`config.mk`:
```
export PLATFORM = sky130hd
export DESIGN_NAME = fetch_buffer
export DESIGN_NICKNAME = d
export VERILOG_FILES = /design/src/rtl/fetch_buffer.sv
export SDC_FILE = /design/constraint.sdc
export NUM_CORES = 1
export LEC_CHECK = 0
export ABC_AREA = 0
export CELL_PAD_IN_SITES_DETAIL_PLACEMENT = 1
export CELL_PAD_IN_SITES_GLOBAL_PLACEMENT = 1
export CORE_MARGIN = 2
export CORE_UTILIZATION = 39
export DETAILED_ROUTE_END_ITERATION = 6
export PLACE_DENSITY_LB_ADDON = 0.1
export SLEW_MARGIN = 0
export SYNTH_ARGS = -nofsm -noshare
export SYNTH_HDL_FRONTEND = slang
export SYNTH_SLANG_ARGS = --single-unit
export TNS_END_PERCENT = 30
```
`constraint.sdc`:
```
create_clock -name clock -period 3.5 [get_ports clock]
set_input_delay 0.875 -clock clock [delete_from_list [all_inputs] [get_ports clock]]
set_output_delay 0.875 -clock clock [all_outputs]
set_load 0.05 [all_outputs]
```
`src/rtl/fetch_buffer.sv`:
```
// rtl/fetch_buffer.sv - halfword prefetch queue realigning L1I words into RV32IC instructions
// Words enter as one or two halfwords; the head presents a 16- or 32-bit instruction with its PC.
module fetch_buffer #(
  parameter int unsigned     DEPTH_HALVES = 8,
  parameter int unsigned     XLEN         = 32,
  parameter logic [XLEN-1:0] RESET_PC     = '0
) (
  input  logic                          clock,
  input  logic                          reset,
  input  logic                          flush,
  input  logic [XLEN-1:0]               flush_pc,
  output logic                          fetch_req,
  output logic [XLEN-1:0]               fetch_addr,
  input  logic                          fetch_valid,
  input  logic [31:0]                   fetch_data,
  output logic                          out_valid,
  input  logic                          out_ready,
  output logic [31:0]                   out_instruction,
  output logic [XLEN-1:0]               out_pc,
  output logic                          out_is_compact,
  output logic [$clog2(DEPTH_HALVES):0] count
);

  localparam int unsigned     PW      = $clog2(DEPTH_HALVES);
  localparam int unsigned     CW      = PW + 1;
  localparam logic [XLEN-1:0] PC_MASK = {{(XLEN-1){1'b1}}, 1'b0};

  logic [15:0]     mem_q [DEPTH_HALVES];
  logic [PW-1:0]   rd_ptr_q, rd_ptr_d;
  logic [PW-1:0]   wr_ptr_q, wr_ptr_d;
  logic [CW-1:0]   count_q, count_d;
  logic [XLEN-1:0] fetch_pc_q, fetch_pc_d;
  logic [XLEN-1:0] head_pc_q, head_pc_d;

  logic [15:0]     h0, h1;
  logic            compact;
  logic            push, pop;
  logic [CW-1:0]   push_n, pop_n;

  always_comb begin
    h0      = mem_q[rd_ptr_q];
    h1      = mem_q[rd_ptr_q + PW'(1)];
    compact = (h0[1:0] != 2'b11);
    // Free space is judged from the registered count only, so out_ready never reaches fetch_req.
    fetch_req  = !flush && (count_q <= CW'(DEPTH_HALVES - 2));
    fetch_addr = {fetch_pc_q[XLEN-1:2], 2'b00};
    out_valid  = ((count_q >= CW'(1)) && compact) || (count_q >= CW'(2));
    out_instruction = compact ? {16'h0000, h0} : {h1, h0};
    out_is_compact  = compact;
    out_pc          = head_pc_q;
    count           = count_q;

    push   = fetch_req && fetch_valid;
    pop    = out_valid && out_ready && !flush;
    push_n = fetch_pc_q[1] ? CW'(1) : CW'(2);
    pop_n  = compact ? CW'(1) : CW'(2);

    rd_ptr_d   = rd_ptr_q;
    wr_ptr_d   = wr_ptr_q;
    count_d    = count_q;
    fetch_pc_d = fetch_pc_q;
    head_pc_d  = head_pc_q;

    if (flush) begin
      rd_ptr_d   = '0;
      wr_ptr_d   = '0;
      count_d    = '0;
      fetch_pc_d = flush_pc & PC_MASK;
      head_pc_d  = flush_pc & PC_MASK;
    end else begin
      if (push) begin
        wr_ptr_d   = wr_ptr_q + push_n[PW-1:0];
        fetch_pc_d = fetch_pc_q + (fetch_pc_q[1] ? XLEN'(2) : XLEN'(4));
      end
      if (pop) begin
        rd_ptr_d  = rd_ptr_q + pop_n[PW-1:0];
        head_pc_d = head_pc_q + (compact ? XLEN'(2) : XLEN'(4));
      end
      count_d = count_q + (push ? push_n : CW'(0)) - (pop ? pop_n : CW'(0));
    end
  end

  always_ff @(posedge clock) begin
    if (reset) begin
      rd_ptr_q   <= '0;
      wr_ptr_q   <= '0;
      count_q    <= '0;
      fetch_pc_q <= RESET_PC & PC_MASK;
      head_pc_q  <= RESET_PC & PC_MASK;
    end else begin
      rd_ptr_q   <= rd_ptr_d;
      wr_ptr_q   <= wr_ptr_d;
      count_q    <= count_d;
      fetch_pc_q <= fetch_pc_d;
      head_pc_q  <= head_pc_d;
    end
  end

  // A misaligned fetch PC only wants the upper halfword of the word.
  always_ff @(posedge clock) begin
    if (push && !reset) begin
      if (fetch_pc_q[1]) begin
        mem_q[wr_ptr_q] <= fetch_data[31:16];
      end else begin
        mem_q[wr_ptr_q]          <= fetch_data[15:0];
        mem_q[wr_ptr_q + PW'(1)] <= fetch_data[31:16];
      end
    end
  end

endmodule

```
==> out/qor.txt, run 1 <==
status: finished clean
Worst VDD drop: 352 µV
Final Routed Wirelength: 40.5 mm
cts hold-fix bufs: 0
CTS root buffer: clkbuf_16
Total GRT Usage: 24.8%
Gate power share: 24.8%
Int Pwr: 4.98 mW
RSZ-0062 raised after global routing: false
clock share of power: 37.2%
Worst Max-Slew Pin Slew: 0.811 ns
Post-synth EDFFs: 128
Die Y: 180 µm
Die Wd: 180 µm
Sequential Power Share: 37.9%
most frequent cells in the layout: a21oi_1, nor2_1, clkdlybuf4s50_1
Startpoint Class: flop
Syn. warnings: 0
met1 GRT Util: 29.5%
Setup WS pre-CTS: 0.0507 ns
largest family of logic cells by synthesized area: compound AO/OA/AOI/OAI gates
die area: 32400 µm²
Syn Inst Count: 1212
largest area contributor in the netlist: edfxtp_1
Worst EP required: 2.62 ns
CP endpoint kind: output port
CTS buffer count: 26
fmax: 292 MHz
Seq/Total Area, Yosys: 44.2%
simple-gate portion of the synthesized area: 13.8%
Max-Cap Viols: 0
final worst slack: 0.0740 ns
met3 usage: 3.33%
top-area cell type share of the netlist area: 31.8%
Mapped Area: 12100 µm²
kind of critical path: reg2out
max_slew headroom: 45.8%
layout cell share with drive strength beyond 1: 19.3%
core box area: 30600 µm²
initial antenna violation count: 2
switching share of total power: 31.2%
placer congestion estimate: 0.810
number of port buffers: 167
first-pass GRT wire length: 62.1 mm
synthesized area per cell: 9.97 µm²
setup_tns: 0 ns
Max Root-Sink Buffers: 3
worst skew pair latency: 0.56 ns
io pins: 172
GRT overflow: 0
met2 Use GR: 45.8%
WP data arrival: 2.55 ns
Cell Rows: 64
Synth Area in Compound Gates: 15.8%
net load switching power: 2.25 mW
adder-cell area share of the yosys netlist: 2.28%
total vias in the final route: 10100
Critical Path Fanout Max: 19
CTS tree: done
Hold WC Path Type: reg2reg
Starting Density: 39.5%
Setup Skew: 0.0208 ns
vias in the first global route: 10600
Layout area overhead: 27.1%
largest net degree at the start of global routing: 45
htree depth: 1
vias per cell: 5.74
period utilisation layout: 97.9%
Main synth FF type: edfxtp_1
endpoints failing setup: 0
fin crit period: 3.43 ns
Pre-antenna DRT Iters: 4
ys async rst share: 0%
Final Max Tran Viols: 0
Synth Area in XOR/XNOR: 2.75%
# DRC: 0
nets: 1434
Post-DRT Antenna Nets: 0
CTS sink count: 203
fraction of synthesized area in multiplexers: 15.0%
pwr dens: 471 nW/µm²
post-DR wirelength/cell: 22.9 µm
synth unique cells: 66
Final Hold Violating Endpoints: 0
Worst Hold Slack: 0.499 ns
DP HPWL: 27.5 mm
GR peak layer: met2
Clock transition at path regs: 0.06 ns
drt initial violations: 660
Pleak: 5.18 nW
fin util: 50.2%
synthesis-stage register bit count: 203
Synth area leaders: edfxtp_1, dfxtp_1, mux4_2, a21oi_1, nor2_1
most common cell after layout, fill and taps aside: a21oi_1
## final timing paths
kind	startpoint	cells past startpoint	slack [ns]	end
max	flop	7	0.07	out_instruction[22]
min	fetch_pc_q[31]	2	0.50	fetch_pc_q[31]
max reg2reg	flop	12	0.26	out_pc[31]
min reg2reg	fetch_pc_q[31]	2	0.50	fetch_pc_q[31]
## Yosys cell counts (all sizes together) (2+ instances only)
cell,instances
nand2b,3
nand4b,4
a21oi,193
a21boi,2
o31ai,2
or2,3
buf,51
or3,4
a221oi,5
nor3,18
nand3,25
a211oi,33
nor2,187
nor4,4
and3,5
inv,23
mux4,64
and4,3
nand2,97
dfxtp,75
mux2,18
xor2,2
o21ai,31
a2111oi,7
xnor2,36
a31oi,12
nand4,17
a32oi,5
and2,3
ha,14
o211ai,2
o21bai,6
mux2i,17
a2bb2oi,2
a21o,3
clkbuf,84
fa,5
nor3b,2
edfxtp,128
o211a,2
## final cells by class
class	instances	area, µm²
inverter	23	86.3
clock buffer	32	673
sequential	203	5350
fill	3359	15200
timing repair buffer	239	2460
antenna	2	5.00
clock inverter	15	174
tap	396	495
multi-input combinational	853	6120
## cell families (layout without fill, tap and decap cells)
group           Yosys count  count (layout)
simple gates            383             383
compound gates          311             311
flops                   203             203
buf+inv                 158             309
mux                      99              99
xor+xnor                 38              38
fa+ha+maj                19              19
other cells               1               5
## stage by stage
| step | std cells | total power, mW | cell area, µm² |
|---|---|---|---|
| floorplan | 1214 | 3.95 | 12200 |
| global placement | 1712 | 4.56 | 14400 |
| detailed placement | 1712 | 4.59 | 14400 |
| CTS | 1759 | 7.30 | 15300 |
| global route | 1761 | 7.52 | 15400 |
| finish | 1763 | 7.23 | 15400 |
## metal layers
metal  part of all wire (%)  vias to the layer above  wire, µm
li1                       -                     4705         -
met3                    4.6                       75      1880
met4                    3.2                        0      1310
met1                     40                     5069     16100
met5                      0                        -         0
met2                     52                      279     21100
## timing repair
action,4_1_cts,5_1_grt
endpoints found under the hold margin,0,0
setup buffers,0,2
endpoints found under the setup margin,17,6
gates resized for setup,5,5
pin swaps,0,1
## power by group through the flow
stage          combinational (mW)  clock (mW)  sequential [mW]
2_1_floorplan                1.07           0             2.88
3_3_place_gp                 1.77           0             2.79
3_5_place_dp                 1.79           0             2.79
4_1_cts                      1.81        2.75             2.74
5_1_grt                      1.92        2.84             2.76
6_report                     1.80        2.69             2.74
## registers in the layout, indices dropped and copies added, names as in the netlist, named ones only
register and cells:
count 4, fetch_pc_q 31, mem_q 128, out_pc 31, rd_ptr_q 3, wr_ptr_q 3
## critical path, cell delays in order, from the launching register on
cell     delay [ns]
dfxtp_4        0.40
mux4_2         0.51
mux2_4         0.32
nand2_4        0.09
buf_4          0.16
buf_12         0.19
a21oi_1        0.12
buf_12         0.19
Note: power is estimated with default switching activity, not from simulation.
==> run 2: changes to the inputs <==
--- a/config.mk
+++ b/config.mk
@@ -6,6 +6,7 @@
 export NUM_CORES = 1
 export LEC_CHECK = 0
 export ABC_AREA = 0
+export CAP_MARGIN = 15
 export CELL_PAD_IN_SITES_DETAIL_PLACEMENT = 1
 export CELL_PAD_IN_SITES_GLOBAL_PLACEMENT = 1
 export CORE_MARGIN = 2
==> results of run 2 <==
The final DEF is identical to that of run 1; final timing and power are the same.
